==> config.mk <==
export PLATFORM = sky130hd
export DESIGN_NAME = xbus_fetch_master
export DESIGN_NICKNAME = d
export VERILOG_FILES = /design/src/rtl/xbus_fetch_pkg.sv /design/src/rtl/xbus_fetch_fifo.sv /design/src/rtl/xbus_fetch_master.sv
export SDC_FILE = /design/constraint.sdc
export NUM_CORES = 1
export LEC_CHECK = 0
export ABC_AREA = 1
export CORE_MARGIN = 5
export CORE_UTILIZATION = 47
export CTS_CLUSTER_SIZE = 8
export DETAILED_ROUTE_END_ITERATION = 7
export PLACE_DENSITY = 0.87
export SLEW_MARGIN = 5
export SYNTH_ARGS = -nofsm -noshare
export SYNTH_HDL_FRONTEND = slang
export SYNTH_SLANG_ARGS = --single-unit
==> constraint.sdc <==
create_clock -name clk -period 2.75 [get_ports clk]
set_clock_uncertainty 0.1 [all_clocks]
set_input_delay 0.6875 -clock clk [delete_from_list [all_inputs] [get_ports clk]]
set_output_delay 0.6875 -clock clk [all_outputs]
set_load 0.03 [all_outputs]
==> src/rtl/xbus_fetch_pkg.sv <==
`default_nettype none
// ============================================================================
// Module   : xbus_fetch_pkg
// Brief    : Shared widths, byte-enable constant and FSM encoding for the
//            xbus fetch master.
// Revision : 1.0 - initial release
// ============================================================================
package xbus_fetch_pkg;

    localparam int XBUS_ADDR_W = 32;
    localparam int XBUS_DATA_W = 32;
    localparam int XBUS_CNT_W  = 16;

    localparam logic [3:0] XBUS_BE_ALL = 4'hF;

    typedef enum logic [2:0] {
        ST_IDLE  = 3'd0,
        ST_REQ   = 3'd1,
        ST_WAIT  = 3'd2,
        ST_DRAIN = 3'd3,
        ST_ERR   = 3'd4
    } fetch_state_t;

endpackage
`default_nettype wire

==> src/rtl/xbus_fetch_fifo.sv <==
`default_nettype none
// ============================================================================
// Module   : xbus_fetch_fifo
// Brief    : Synchronous FIFO with flush; rdata shows the head word, zero when
//            empty.
// Revision : 1.0 - initial release
// ============================================================================
module xbus_fetch_fifo
    import xbus_fetch_pkg::*;
#(
    parameter int DEPTH = 4
) (
    input  logic                         clk,
    input  logic                         rst,
    input  logic                         flush,
    input  logic                         push,
    input  logic                         pop,
    input  logic [XBUS_DATA_W-1:0]       wdata,
    output logic [XBUS_DATA_W-1:0]       rdata,
    output logic                         empty,
    output logic                         full,
    output logic [$clog2(DEPTH+1)-1:0]   count
);

    localparam int c_ptr_w = $clog2(DEPTH);
    localparam int c_cnt_w = $clog2(DEPTH + 1);
    localparam logic [c_cnt_w-1:0] c_depth = c_cnt_w'(DEPTH);

    logic [XBUS_DATA_W-1:0] r_mem [DEPTH];
    logic [c_ptr_w-1:0]     r_wr_ptr;
    logic [c_ptr_w-1:0]     r_rd_ptr;
    logic [c_cnt_w-1:0]     r_count;
    logic                   w_do_push;
    logic                   w_do_pop;

    assign empty = (r_count == '0);
    assign full  = (r_count == c_depth);
    assign count = r_count;
    assign rdata = empty ? '0 : r_mem[r_rd_ptr];

    // A pop in the same cycle frees the slot a push on a full FIFO needs.
    assign w_do_pop  = pop && !empty;
    assign w_do_push = push && (!full || w_do_pop);

    always_ff @(posedge clk or posedge rst) begin
        if (rst) begin
            r_wr_ptr <= '0;
            r_rd_ptr <= '0;
            r_count  <= '0;
        end else if (flush) begin
            r_wr_ptr <= '0;
            r_rd_ptr <= '0;
            r_count  <= '0;
        end else begin
            if (w_do_push) r_wr_ptr <= r_wr_ptr + 1'b1;
            if (w_do_pop)  r_rd_ptr <= r_rd_ptr + 1'b1;
            case ({w_do_push, w_do_pop})
                2'b10:   r_count <= r_count + 1'b1;
                2'b01:   r_count <= r_count - 1'b1;
                default: r_count <= r_count;
            endcase
        end
    end

    always_ff @(posedge clk) begin
        if (w_do_push && !flush) r_mem[r_wr_ptr] <= wdata;
    end

endmodule
`default_nettype wire

==> src/rtl/xbus_fetch_master.sv <==
`default_nettype none
// ============================================================================
// Module   : xbus_fetch_master
// Brief    : Fetches word_cnt words over xbus, one request outstanding, and
//            streams them out through a FIFO. XBUS_FETCH_BSWAP_EN byte-reverses
//            each captured word.
// Revision : 1.0 - initial release
// ============================================================================
module xbus_fetch_master
    import xbus_fetch_pkg::*;
#(
    parameter int FIFO_DEPTH = 4,
    parameter int TIMEOUT    = 64
) (
    input  logic                   clk,
    input  logic                   rst,
    input  logic                   start,
    input  logic [XBUS_ADDR_W-1:0] base_addr,
    input  logic [XBUS_CNT_W-1:0]  word_cnt,
    output logic                   busy,
    output logic                   done,
    output logic                   error,
    output logic                   xbm_select,
    output logic [XBUS_ADDR_W-1:0] xbm_addr,
    output logic [XBUS_DATA_W-1:0] xbm_data,
    output logic                   xbm_rnw,
    output logic [3:0]             xbm_be,
    input  logic                   xbm_ack,
    input  logic [XBUS_DATA_W-1:0] xbm_rdata,
    output logic [XBUS_DATA_W-1:0] dout,
    output logic                   dout_valid,
    input  logic                   dout_ready
);

    localparam int c_tmo_w = $clog2(TIMEOUT + 1);
    localparam logic [c_tmo_w-1:0] c_tmo_last = c_tmo_w'(TIMEOUT - 1);

    fetch_state_t                  r_state;
    fetch_state_t                  w_next_state;
    logic [XBUS_ADDR_W-1:0]        r_addr;
    logic [XBUS_CNT_W-1:0]         r_remaining;
    logic [c_tmo_w-1:0]            r_tmo;
    logic                          r_error;

    logic                          w_accept_start;
    logic                          w_timeout;
    logic                          w_select;
    logic                          w_push;
    logic                          w_flush;
    logic                          w_done;
    logic                          w_busy;
    logic [XBUS_DATA_W-1:0]        w_wdata;
    logic                          w_fifo_empty;
    logic                          w_fifo_full;
    logic [$clog2(FIFO_DEPTH+1)-1:0] w_fifo_count;

    assign w_accept_start = start && (r_state == ST_IDLE || r_state == ST_ERR);
    assign w_timeout      = (r_state == ST_WAIT) && !xbm_ack && (r_tmo == c_tmo_last);

`ifdef XBUS_FETCH_BSWAP_EN
    assign w_wdata = {xbm_rdata[7:0], xbm_rdata[15:8], xbm_rdata[23:16], xbm_rdata[31:24]};
`else
    assign w_wdata = xbm_rdata;
`endif

    always_ff @(posedge clk or posedge rst) begin
        if (rst) r_state <= ST_IDLE;
        else     r_state <= w_next_state;
    end

    always_comb begin
        w_next_state = r_state;
        case (r_state)
            ST_IDLE, ST_ERR: begin
                if (start) w_next_state = (word_cnt == '0) ? ST_DRAIN : ST_REQ;
            end
            ST_REQ: begin
                if (!w_fifo_full) w_next_state = ST_WAIT;
            end
            ST_WAIT: begin
                if (xbm_ack)        w_next_state = (r_remaining == 16'd1) ? ST_DRAIN : ST_REQ;
                else if (w_timeout) w_next_state = ST_ERR;
            end
            ST_DRAIN: begin
                if (w_fifo_count == '0) w_next_state = ST_IDLE;
            end
            default: w_next_state = ST_IDLE;
        endcase
    end

    always_comb begin
        w_select = 1'b0;
        w_push   = 1'b0;
        w_flush  = 1'b0;
        w_done   = 1'b0;
        w_busy   = 1'b0;
        case (r_state)
            ST_REQ: begin
                w_busy   = 1'b1;
                w_select = !w_fifo_full;
            end
            ST_WAIT: begin
                w_busy  = 1'b1;
                w_push  = xbm_ack;
                w_flush = w_timeout;
            end
            ST_DRAIN: begin
                // Busy drops in the very cycle done pulses.
                w_done = (w_fifo_count == '0);
                w_busy = !w_done;
            end
            default: ;
        endcase
    end

    always_ff @(posedge clk or posedge rst) begin
        if (rst) begin
            r_addr      <= '0;
            r_remaining <= '0;
            r_tmo       <= '0;
            r_error     <= 1'b0;
        end else begin
            r_tmo <= ((r_state == ST_WAIT) && !xbm_ack) ? r_tmo + 1'b1 : '0;
            if (w_accept_start) begin
                r_addr      <= base_addr;
                r_remaining <= word_cnt;
                r_error     <= 1'b0;
            end else if ((r_state == ST_WAIT) && xbm_ack) begin
                r_addr      <= r_addr + 1'b1;
                r_remaining <= r_remaining - 1'b1;
            end else if (w_timeout) begin
                r_error     <= 1'b1;
            end
        end
    end

    xbus_fetch_fifo #(
        .DEPTH (FIFO_DEPTH)
    ) u_fifo (
        .clk   (clk),
        .rst   (rst),
        .flush (w_flush),
        .push  (w_push),
        .pop   (dout_valid && dout_ready),
        .wdata (w_wdata),
        .rdata (dout),
        .empty (w_fifo_empty),
        .full  (w_fifo_full),
        .count (w_fifo_count)
    );

    assign busy       = w_busy;
    assign done       = w_done;
    assign error      = r_error;
    assign xbm_select = w_select;
    assign xbm_addr   = r_addr;
    assign xbm_data   = '0;
    assign xbm_rnw    = 1'b1;
    assign xbm_be     = XBUS_BE_ALL;
    assign dout_valid = !w_fifo_empty;

endmodule
`default_nettype wire

## Word level (Yosys, flattened, before mapping)

Memories as Yosys holds them, arrays and structs flattened.
Index checks and enable logic that the tools add are counted.

- Bits in writable memories: 128
- Memories: 1
- Flip-flop bits (word level): 66
- Word-level logic and storage cells: 86

Memory list:

| memory | words | width | rd ports | clocked after Yosys merged registers in | write ports | RTL line | source |
|---|---|---|---|---|---|---|---|
| u_fifo.r_mem | 4 | 32 | 1 | 0 | 1 | xbus_fetch_fifo.sv:29 | `logic [XBUS_DATA_W-1:0] r_mem [DEPTH];` |

- Equality and inequality tests: 14
- Reductions and logical operators: 26
- $add $sub $neg: 7
- Multiplexer cells: 30

Operators with widths:

| kind | count |
|---|---|
| two-way mux 32 bit | 3 |
| adder 32 x 1 -> 32 bit (second input constant) | 1 |
| two-way mux 16 bit | 2 |
| two-way mux 3 bit | 6 |
| equality test 16 x 1 -> 1 bit (second input constant) | 1 |
| zero test 16 bit | 1 |
| subtractor 16 x 1 -> 16 bit (second input constant) | 1 |
| two-way mux 2 bit | 6 |
| case mux 3 bit (4 select lines) | 1 |
| two-way mux 1 bit | 9 |
| logical AND 1 bit | 8 |
| nonzero test 2 bit | 4 |
| adder 7 x 1 -> 7 bit (second input constant) | 1 |
| equality test 7 x 6 -> 1 bit (second input constant) | 1 |
| two-way mux 7 bit | 1 |
| equality test 3 x 2 -> 1 bit (second input constant) | 2 |
| equality test 3 bit (second input constant) | 2 |
| zero test 3 bit | 2 |
| != test 2 bit (second input constant) | 3 |
| case mux 3 bit (2 select lines) | 1 |
| adder 2 x 1 -> 2 bit (second input constant) | 2 |
| zero test 1 bit | 4 |
| AND reduction 4 bit | 1 |
| OR reduction 2 bit | 2 |
| other kinds (11) | 12 |

## Longest topological paths before layout

Gate-level depths: netlist (run 1).

- Word-level depth: 9
- Depth in mapped cells: 10
- Gate-level depth less buffers: 10

## Hierarchy

Synthesis (run 1) repeated with hierarchy kept, for this count alone.

- Cells, all modules: 1088
- Area total of the unflattened synthesis: 9728.1 µm²

By module, submodules not included:

| module | cells each | times used | area an instance (µm²) |
|---|---|---|---|
| xbus_fetch_fifo | 444 | 1 | 5444.0 |
| xbus_fetch_master | 644 | 1 | 4284.1 |

## Worst setup path after synthesis (run 1)

OpenSTA, ideal clock, no wires.

- Path type: in2reg
- Start point: in xbm_ack
- End point: mem u_fifo.r_mem[0][0], enable pin
- Data required time: 2.229 ns
- Arrival: 2.444 ns
- Stages: 5
- Library setup time: 0.421 ns
- Path buffers: 1
- Slack: -0.215 ns
- Path through: inv_1 nor2_4 buf_6 o21ai_2 nor2_1

- Longest elaborated chain between the ends: 8
- Elaborated cells between the ends (all ways): 10

RTL lines:

| what | RTL line | source |
|---|---|---|
| from (decl) | xbus_fetch_master.sv:28 | `input logic xbm_ack,` |
| zero test 1 bit | xbus_fetch_master.sv:58 | `assign w_timeout = (r_state == ST_WAIT) && !xbm_ack && (r_tmo == c_tmo_last);` |
| logical AND 1 bit (2 in series) | xbus_fetch_master.sv:58 |  |
| two-way mux 1 bit | xbus_fetch_master.sv:97 | `case (r_state)` |
| zero test 1 bit | xbus_fetch_fifo.sv:66 | `if (w_do_push && !flush) r_mem[r_wr_ptr] <= wdata;` |
| logical AND 1 bit (*) | xbus_fetch_fifo.sv:66 |  |
| two-way mux 1 bit (*) | xbus_fetch_fifo.sv:66 |  |
| two-way mux 1 bit (implied by the code) (*) | xbus_fetch_fifo.sv:66 |  |
| to (decl) | xbus_fetch_fifo.sv:29 |  |

Every way passes the cells marked *; elsewhere a longest branch is shown, timed or not.

## Worst setup path after layout (run 1)

- Start point: reg u_fifo.r_count[0] (netlist: u_fifo.count[0])
- End point: out dout[31]

- Longest elaborated chain between the ends: 2

RTL lines:

| what | RTL line | source |
|---|---|---|
| from (decl) | xbus_fetch_fifo.sv:32 | `logic [c_cnt_w-1:0] r_count;` |
| from (signal assigned) | xbus_fetch_fifo.sv:58 | `2'b10: r_count <= r_count + 1'b1;` |
| from (signal assigned) | xbus_fetch_fifo.sv:59 | `2'b01: r_count <= r_count - 1'b1;` |
| from (signal assigned) | xbus_fetch_fifo.sv:60 | `default: r_count <= r_count;` |
| zero test 3 bit | xbus_fetch_fifo.sv:36 | `assign empty = (r_count == '0);` |
| two-way mux 32 bit | xbus_fetch_fifo.sv:39 | `assign rdata = empty ? '0 : r_mem[r_rd_ptr];` |
| to (decl) | xbus_fetch_master.sv:30 | `output logic [XBUS_DATA_W-1:0] dout,` |

Every way passes these cells.

==> results.md, run 1 <==
* Hold violation count in the final report at 0
* Largest net degree at the start of global routing at between 60 and 70
* Tmin final at around 2.7 ns
* Wire length of the first global-routing pass at between 30000 and 40000 um
* Classification of the worst-slack hold path: reg -> reg
* Antenna Violating Nets Remaining at 0
* Clock insertion delay at the later pin of the skew report at between 0.4 and 0.5 ns
* Placed Instances at 1492
* DRC violation count after routing at 0
* Average routed wire per standard cell at 15.4 um
* Clock tree from TritonCTS: built
* Fmax at about 370 MHz
* Register-to-register setup slack at slightly below 0.8 ns
* Start point of the critical path: u_fifo.count[0]$_DFFE_PP0P_
* Seq/Total Area, Yosys at 0.570
* PnR Total Power at about 13000 uW
* Switch share at 0.438
* Number of synthesized register bits at around 190
* Worst slew slack as a fraction of its limit at 0.548
* Number of standard-cell rows in the floorplan at 52
* Core Util, Final at 0.602
* Actual slew at the worst max-slew pin at just under 0.7 ns
* Cells taking the most area after synthesis: sky130_fd_sc_hd__edfxtp_1 (40%), sky130_fd_sc_hd__dfrtp_1 (17%), sky130_fd_sc_hd__nand2_1 (9.5%), sky130_fd_sc_hd__nor2_1 (8.7%), sky130_fd_sc_hd__o21ai_0 (4.3%)
* 1st-pass router iterations at 5
* Clock-pin transition on the worst setup and hold timing paths at roughly 0.07 ns
* Power per cell area at around 1100 nW/um^2
* Mapped cell area at 9650 um^2
* Count of vias placed by the detailed router at around 7900
* Standard cell core area at between 20000 and 25000 um^2
* Final standard cell count with taps included and fillers excluded at about 1500
* Routed metal-1 wire length at ~10000 um
* Largest fanout of any net on the critical path at 17
* Number of buffers created by CTS at 17
* Type of origin of the critical path: flip-flop
* Number of distinct standard cells referenced by the synthesized netlist at 37
* Post-synthesis instance total at 1088
* Placed wire-length estimate after detailed placement at 16300 um
* Die width at roughly 150 um
* Worst reg-to-reg path cell count at 5
* Clk sink count at a little under 200
* Number of H-tree branching levels at 4
* Sum of routed wire length over all layers at roughly 24000 um
* Switching power of the nets at 5860 uW
* Layout area overhead at 26.2%
* # port buffers at roughly 150
* Filler Cell Count at between 1500 and 2000
* Maximum number of buffers from clock root to sink at 2
* Met3 wire len at 2000 um
* Hold-fix buffers, CTS at 0
* Starting DRC count in detailed routing at 509
* Maximum VDD drop at between 0.6 and 0.7 mV
* Worst Setup Slack post-DPL at about 0.21 ns
* Mean Syn Cell Area at just under 9 um^2
* Critical path data required time at 1.96 ns
* Via count of the first global-routing pass at between 7000 and 8000
* Final period utilization at 0.973
* Largest area contributor in the netlist: sky130_fd_sc_hd__edfxtp_1
* Worst reg2reg path startpoint: u_fifo.count[0]$_DFFE_PP0P_
* Type of element capturing the critical path: primary output
* Setup TNS Final at 0 ns
* Portion of synthesized cell area occupied by the leading cell type at 0.398
* Result of the run: finished, final reports clean
* Share of post-route cells with drive strength above 1 at 0.104
* Number of I/O pins at between 150 and 200
* Total leakage power at approximately 0.0048 uW
* Height of the die at between 150 and 200 um
* End of the worst register-to-register path: u_fifo.r_mem[0][7]$_DFFE_PP_
* Root Buffer Master: sky130_fd_sc_hd__clkbuf_16
* Number of nets in the layout at ~1300
* Number of slew-limit violations in the final report at 0
* Ant diodes at 0
* Top sig layer: met4
* Sequential fraction of design power at 0.321
* Starting density of the core at 0.477
* Total gr overflow at 0
* Placer's final routability congestion estimate at just under 1
* Detailed route wirelength on metal2 at 11500 um
* Area enclosed by the die boundary at roughly 23000 um^2
* Endpoint of the most critical setup path: dout[31]
* Via density at 5.14
* Commonest non-fill, non-tap cells in the layout: sky130_fd_sc_hd__nand2_1 (244), sky130_fd_sc_hd__nor2_1 (220), sky130_fd_sc_hd__edfxtp_1 (128)
* Initial antenna violation count at 0
* WP data arrival at approximately 1.9 ns
* Most common library cell in the layout ignoring fill and taps: sky130_fd_sc_hd__nand2_1
* Synth warnings at 0
* Setup violation total in the final timing report at 0
* Global Route Usage Sum at 0.197
* Worst setup margin at between 0.07 and 0.08 ns
* Maximum capacitance violations at 0
* Setup Crit Path Kind: reg -> out
* Comb power frac at 0.489
* Internal power component at 7530 uW
* Relative contribution of the clock network to total power at 0.190
## registers in the layout (all words and copies together) (netlist names)
register         count
error                1
u_fifo.r_mem       128
u_fifo.r_wr_ptr      2
u_fifo.r_rd_ptr      2
xbm_addr            32
r_tmo                7
r_state              3
u_fifo.count         3
r_remaining         16
## synthesized netlist by cell type
library cell	number
sky130_fd_sc_hd__nand2_1	244
sky130_fd_sc_hd__nor2_1	224
sky130_fd_sc_hd__edfxtp_1	128
sky130_fd_sc_hd__o21ai_0	82
sky130_fd_sc_hd__nand3_1	72
sky130_fd_sc_hd__inv_1	69
sky130_fd_sc_hd__dfrtp_1	66
sky130_fd_sc_hd__a21oi_1	41
sky130_fd_sc_hd__buf_4	40
sky130_fd_sc_hd__xor2_1	20
sky130_fd_sc_hd__buf_2	18
sky130_fd_sc_hd__o211ai_1	12
sky130_fd_sc_hd__clkbuf_1	11
sky130_fd_sc_hd__nor2_2	9
sky130_fd_sc_hd__ha_1	8
sky130_fd_sc_hd__buf_1	5
sky130_fd_sc_hd__inv_2	5
sky130_fd_sc_hd__nand2_2	5
sky130_fd_sc_hd__nand4_1	4
sky130_fd_sc_hd__nor2_4	3
sky130_fd_sc_hd__nor3_1	3
sky130_fd_sc_hd__buf_6	2
sky130_fd_sc_hd__conb_1	2
sky130_fd_sc_hd__or2_2	2
sky130_fd_sc_hd__a31oi_1	1
sky130_fd_sc_hd__fa_1	1
sky130_fd_sc_hd__nand3_2	1
sky130_fd_sc_hd__nand3_4	1
sky130_fd_sc_hd__nor3_2	1
sky130_fd_sc_hd__nor3b_1	1
sky130_fd_sc_hd__nor4_1	1
sky130_fd_sc_hd__o21ai_1	1
sky130_fd_sc_hd__o21ai_2	1
sky130_fd_sc_hd__o21bai_1	1
sky130_fd_sc_hd__o221ai_1	1
sky130_fd_sc_hd__o22ai_1	1
sky130_fd_sc_hd__xnor2_1	1
## critical path, stage by stage (launching register included)
cell,delay (ns)
sky130_fd_sc_hd__dfrtp_1,0.39
sky130_fd_sc_hd__inv_1,0.12
sky130_fd_sc_hd__nand3_4,0.14
sky130_fd_sc_hd__clkinvlp_4,0.11
sky130_fd_sc_hd__buf_12,0.15
sky130_fd_sc_hd__buf_12,0.15
sky130_fd_sc_hd__a21oi_1,0.20
sky130_fd_sc_hd__buf_4,0.20
## through the flow
step / area, um^2 / hold WS [ns]
6_report: 12200 / 0.362
5_1_grt: 12200 / 0.395
4_1_cts: 12100 / 0.365
3_5_place_dp: 11400 / 0.355
3_3_place_gp: 11400 / 0.344
2_1_floorplan: 9780 / 0.333
## routing by layer
metal  up-vias  global-route usage
met4         0              0.0615
met1      3659               0.248
met5         -                   0
li1       3826                   -
met3        33              0.0430
met2       341               0.340
## how the worst min path moves through the flow
stage                       startpoint            endpoint  slack, ns  cells after the start
detailed placement  r_tmo[5]$_DFF_PP0_  r_tmo[5]$_DFF_PP0_       0.36                      1
floorplan           r_tmo[5]$_DFF_PP0_  r_tmo[5]$_DFF_PP0_       0.33                      1
global placement    r_tmo[5]$_DFF_PP0_  r_tmo[5]$_DFF_PP0_       0.34                      1
global route        r_tmo[5]$_DFF_PP0_  r_tmo[5]$_DFF_PP0_       0.39                      1
CTS                 r_tmo[5]$_DFF_PP0_  r_tmo[5]$_DFF_PP0_       0.36                      1
finish              r_tmo[5]$_DFF_PP0_  r_tmo[5]$_DFF_PP0_       0.36                      1
## area by class of cell
type                            instances  area, um^2  area share
Multi-Input combinational cell        779        3580       0.294
Inverter                               74         290      0.0238
Timing Repair Buffer                  181        1860       0.153
Tap cell                              270         338      0.0277
Clock inverter                         14         176      0.0145
Clock buffer                           18         429      0.0353
Sequential cell                       194        5500       0.452
## logic make-up (layout without fill, tap and decap cells)
kind of cell	count (synthesis)	count (layout)	share of synthesized area
other	2	37	0.000778
AOI/OAI and AO/OA	141	141	0.0776
and+or+nand+nor	571	571	0.243
DFF	194	194	0.570
adders and majority gates	9	9	0.0125
buffers and inverters	150	287	0.0778
xor gates and xnor gates	21	21	0.0191
## power groups by stage
stage                     combinational (uW)  clock (uW)  sequential (uW)
after floorplan                         3720           0             4570
after global placement                  6170           0             4290
after detailed placement                6320           0             4310
after CTS                               6420        2590             4260
after global routing                    7120        2710             4370
final                                   6550        2540             4300
## repair_timing
action,CTS,global route
pin swaps,0,1
endpoints found under the setup margin,31,7
setup buffers,2,1
hold endpoints to repair,0,0
cloned,1,2
resized for setup,8,7
(Power assumes the default switching activity.)
==> inputs of run 2 (changes only) <==
Settings changed: CTS_CLUSTER_SIZE 8 to 28.
==> results of run 2 <==
No change in the layout: final DEF, timing and power equal those of run 1.
==> inputs of run 3 (changes only) <==
Clock period 2.75 ns to 2.2 ns, I/O delays scaled along.
==> results.md, run 3 (same netlist as run 1, synthesis figures left out) <==
* Result of the run: complete, but fails checks
* Failing checks: negative setup slack
* Via count of the first global-routing pass at 7826 (+2.0%)
* Clock-pin transition on the worst setup and hold timing paths at 0.06 ns (about the same)
* Type of origin of the critical path: flip-flop
* Placer's final routability congestion estimate at 0.924 (-4.2%)
* Wire length of the first global-routing pass at 38400 um (+2.1%)
* Clock insertion delay at the later pin of the skew report at 0.43 ns (about the same)
* Register-to-register setup slack at 0.21 ns (-0.56 ns)
* DRC violation count after routing at 0 (unchanged)
* Final Hold Slack at 0.368 ns (+0.00563 ns)
* Antenna Violating Nets Remaining at 0 (unchanged)
* Classification of the worst-slack hold path: reg -> reg
* Power per cell area at 1370 nW/um^2 (+25%)
* Launch instance of the worst min-delay path: r_tmo[5]$_DFF_PP0_
* Total gr overflow at 0 (unchanged)
* Critical path data required time at 1.55 ns (-0.41 ns)
* Count of vias placed by the detailed router at 7996 (+1.7%)
* GR peak layer: met2
* 1st-pass router iterations at 5 (unchanged)
* Fmax at a little over 400 MHz
* Setup violation total in the final timing report at 32 (+32)
* Average routed wire per standard cell at 15.7 um (+1.6%)
* Worst Setup Slack post-DPL at -0.161 ns (-0.370 ns)
* Worst reg2reg path startpoint: r_state[2]$_DFFE_PP0P_
* Via density at 5.17 (+0.56%)
* Number of nets in the layout at 1360 (+1.4%)
* Met3 capacity usage during global routing at 0.0512 (+0.00820)
* Final standard cell count with taps included and fillers excluded at 1548 (+1.2%)
* Placed wire-length estimate after detailed placement at 16600 um (+2.0%)
* Largest register by flop count: u_fifo.r_mem
* RSZ-0062 raised after global routing: true
* Largest fanout of any net on the critical path at 27 (+10)
* PnR Total Power at 16900 uW (+26%)
* Maximum capacitance violations at 0 (unchanged)
* Die width at 153 um (unchanged)
* Layout area overhead at 27.8%
* Share of post-route cells with drive strength above 1 at 0.128 (+0.0237)
* Placed Instances at 1509 (+1.1%)
* Clock tree from TritonCTS: built
* Hold-fix buffers, CTS at 0 (unchanged)
* Number of standard-cell rows in the floorplan at 52 (unchanged)
* Number of I/O pins at 191 (unchanged)
* Maximum number of buffers from clock root to sink at 2 (unchanged)
* Clk sink count at 194 (unchanged)
* GR Layer Usage met2 at 0.350 (+0.00944)
* Tmin final at roughly 2.5 ns
* Number of H-tree branching levels at 4 (unchanged)
* Standard cell core area at 20200 um^2 (unchanged)
* Setup Crit Path Kind: reg -> out
* Worst reg-to-reg path cell count at 10 (+5)
* Maximum VDD drop at 0.768 mV (+12%)
* WP data arrival at 1.82 ns (-0.07 ns)
* # port buffers at 153 (unchanged)
* Number of slew-limit violations in the final report at 0 (unchanged)
* Met1 Use GR at 0.247 (-0.00102)
* Total leakage power at 0.00503 uW (+3.6%)
* Global Route Usage Sum at 0.201 (+0.00396)
* Sum of routed wire length over all layers at 24200 um (+2.8%)
* Root Buffer Master: sky130_fd_sc_hd__clkbuf_16
* Hold violation count in the final report at 0 (unchanged)
* Initial antenna violation count at 1 (+1)
* Area enclosed by the die boundary at 23500 um^2 (unchanged)
* Height of the die at 153 um (unchanged)
* Type of element capturing the critical path: primary output
* Largest net degree at the start of global routing at 67 (unchanged)
* Hold endpoint: r_tmo[5]$_DFF_PP0_
* Number of buffers created by CTS at 17 (unchanged)
* Starting DRC count in detailed routing at 516 (+1.4%)
* Starting density of the core at 0.477 (unchanged)
* Commonest non-fill, non-tap cells in the layout: sky130_fd_sc_hd__nand2_1 (243), sky130_fd_sc_hd__nor2_1 (218), sky130_fd_sc_hd__edfxtp_1 (128)
* Final period utilization at 1.12
* Number of cells on the worst hold path at 1 (unchanged)
* End of the worst register-to-register path: u_fifo.count[2]$_DFFE_PP0P_
* Largest register FFs at 128 (unchanged)
* Most common library cell in the layout ignoring fill and taps: sky130_fd_sc_hd__nand2_1
* Worst setup margin at -0.267 ns (-0.340 ns)
[run 3: cell types whose count changed in the layout (fill, tap and decap cells not counted), moves of 3 or more]
cell / previous run / this run
sky130_fd_sc_hd__a21oi_2: 3 / 6
sky130_fd_sc_hd__buf_4: 42 / 57
sky130_fd_sc_hd__dlygate4sd2_1: 3 / 29
sky130_fd_sc_hd__nor2_2: 9 / 14
sky130_fd_sc_hd__clkdlybuf4s50_1: 118 / 87
sky130_fd_sc_hd__o21ai_0: 81 / 68
sky130_fd_sc_hd__nor2_4: 7 / 4
sky130_fd_sc_hd__o21ai_1: 2 / 15
sky130_fd_sc_hd__a21oi_1: 38 / 35
sky130_fd_sc_hd__buf_6: 2 / 10
sky130_fd_sc_hd__clkinvlp_4: 5 / 1
[run 3: critical path, stage by stage, from the launching register on]
cell                        delay [ns]
sky130_fd_sc_hd__dfrtp_2          0.46
sky130_fd_sc_hd__inv_2            0.14
sky130_fd_sc_hd__bufbuf_16        0.32
sky130_fd_sc_hd__o21ai_0          0.11
sky130_fd_sc_hd__a21oi_1          0.17
sky130_fd_sc_hd__buf_4            0.19
[run 3: layout make-up]
class                   count  area, um^2
flip-flops and latches    194        5500
multi-input cells         779        3620
fillers                  1673        7910
clock inverters            12         181
repair buffers            200        1980
well taps                 270         338
diodes                      1        2.50
clock buffers              18         429
inverters                  74         287
[run 3: worst max path at each step]
stage | from | endpoint | slack, ns | depth (start not counted)
global route | u_fifo.r_rd_ptr[0]$_DFFE_PP0P_ | dout[22] | -0.36 | 6
finish | u_fifo.r_rd_ptr[0]$_DFFE_PP0P_ | dout[11] | -0.27 | 5
detailed placement | xbm_ack | u_fifo.count[2]$_DFFE_PP0P_ | -0.16 | 9
floorplan | r_state[0]$_DFFE_PP0P_ | u_fifo.r_mem[0][0]$_DFFE_PP_ | -0.12 | 6
CTS | u_fifo.r_rd_ptr[0]$_DFFE_PP0P_ | dout[21] | -0.26 | 5
global placement | xbm_ack | u_fifo.count[2]$_DFFE_PP0P_ | -0.12 | 9
[run 3: metal layers]
layer	wire [um]	vias up
met5	0	-
met3	1970	43
met1	9640	3746
li1	-	3850
met2	12200	357
met4	445	0
[run 3: repair_timing]
item,in CTS,in global routing
resized for setup,52,36
pin swaps,7,3
setup endpoints to repair,65,37
buffers inserted,3,4
cloned,1,0
[run 3: per-stage QoR]
| step | instance area, um^2 | util | TNS, ns |
|---|---|---|---|
| 6_report | 12300 | 0.609 | -6.43 |
| 5_1_grt | 12300 | 0.609 | -9.39 |
| 4_1_cts | 12200 | 0.604 | -7.41 |
| 3_5_place_dp | 11500 | 0.570 | -10.69 |
| 3_3_place_gp | 11500 | 0.570 | -7.70 |
| 2_1_floorplan | 9800 | - | -15.24 |
[run 3: report_power, final]
group	internal, uW	switching (uW)	total [uW]	leakage [uW]
logic	3110	5280	8390	0.00276
registers	4560	759	5320	0.00197
clock network	1900	1310	3220	0.000298
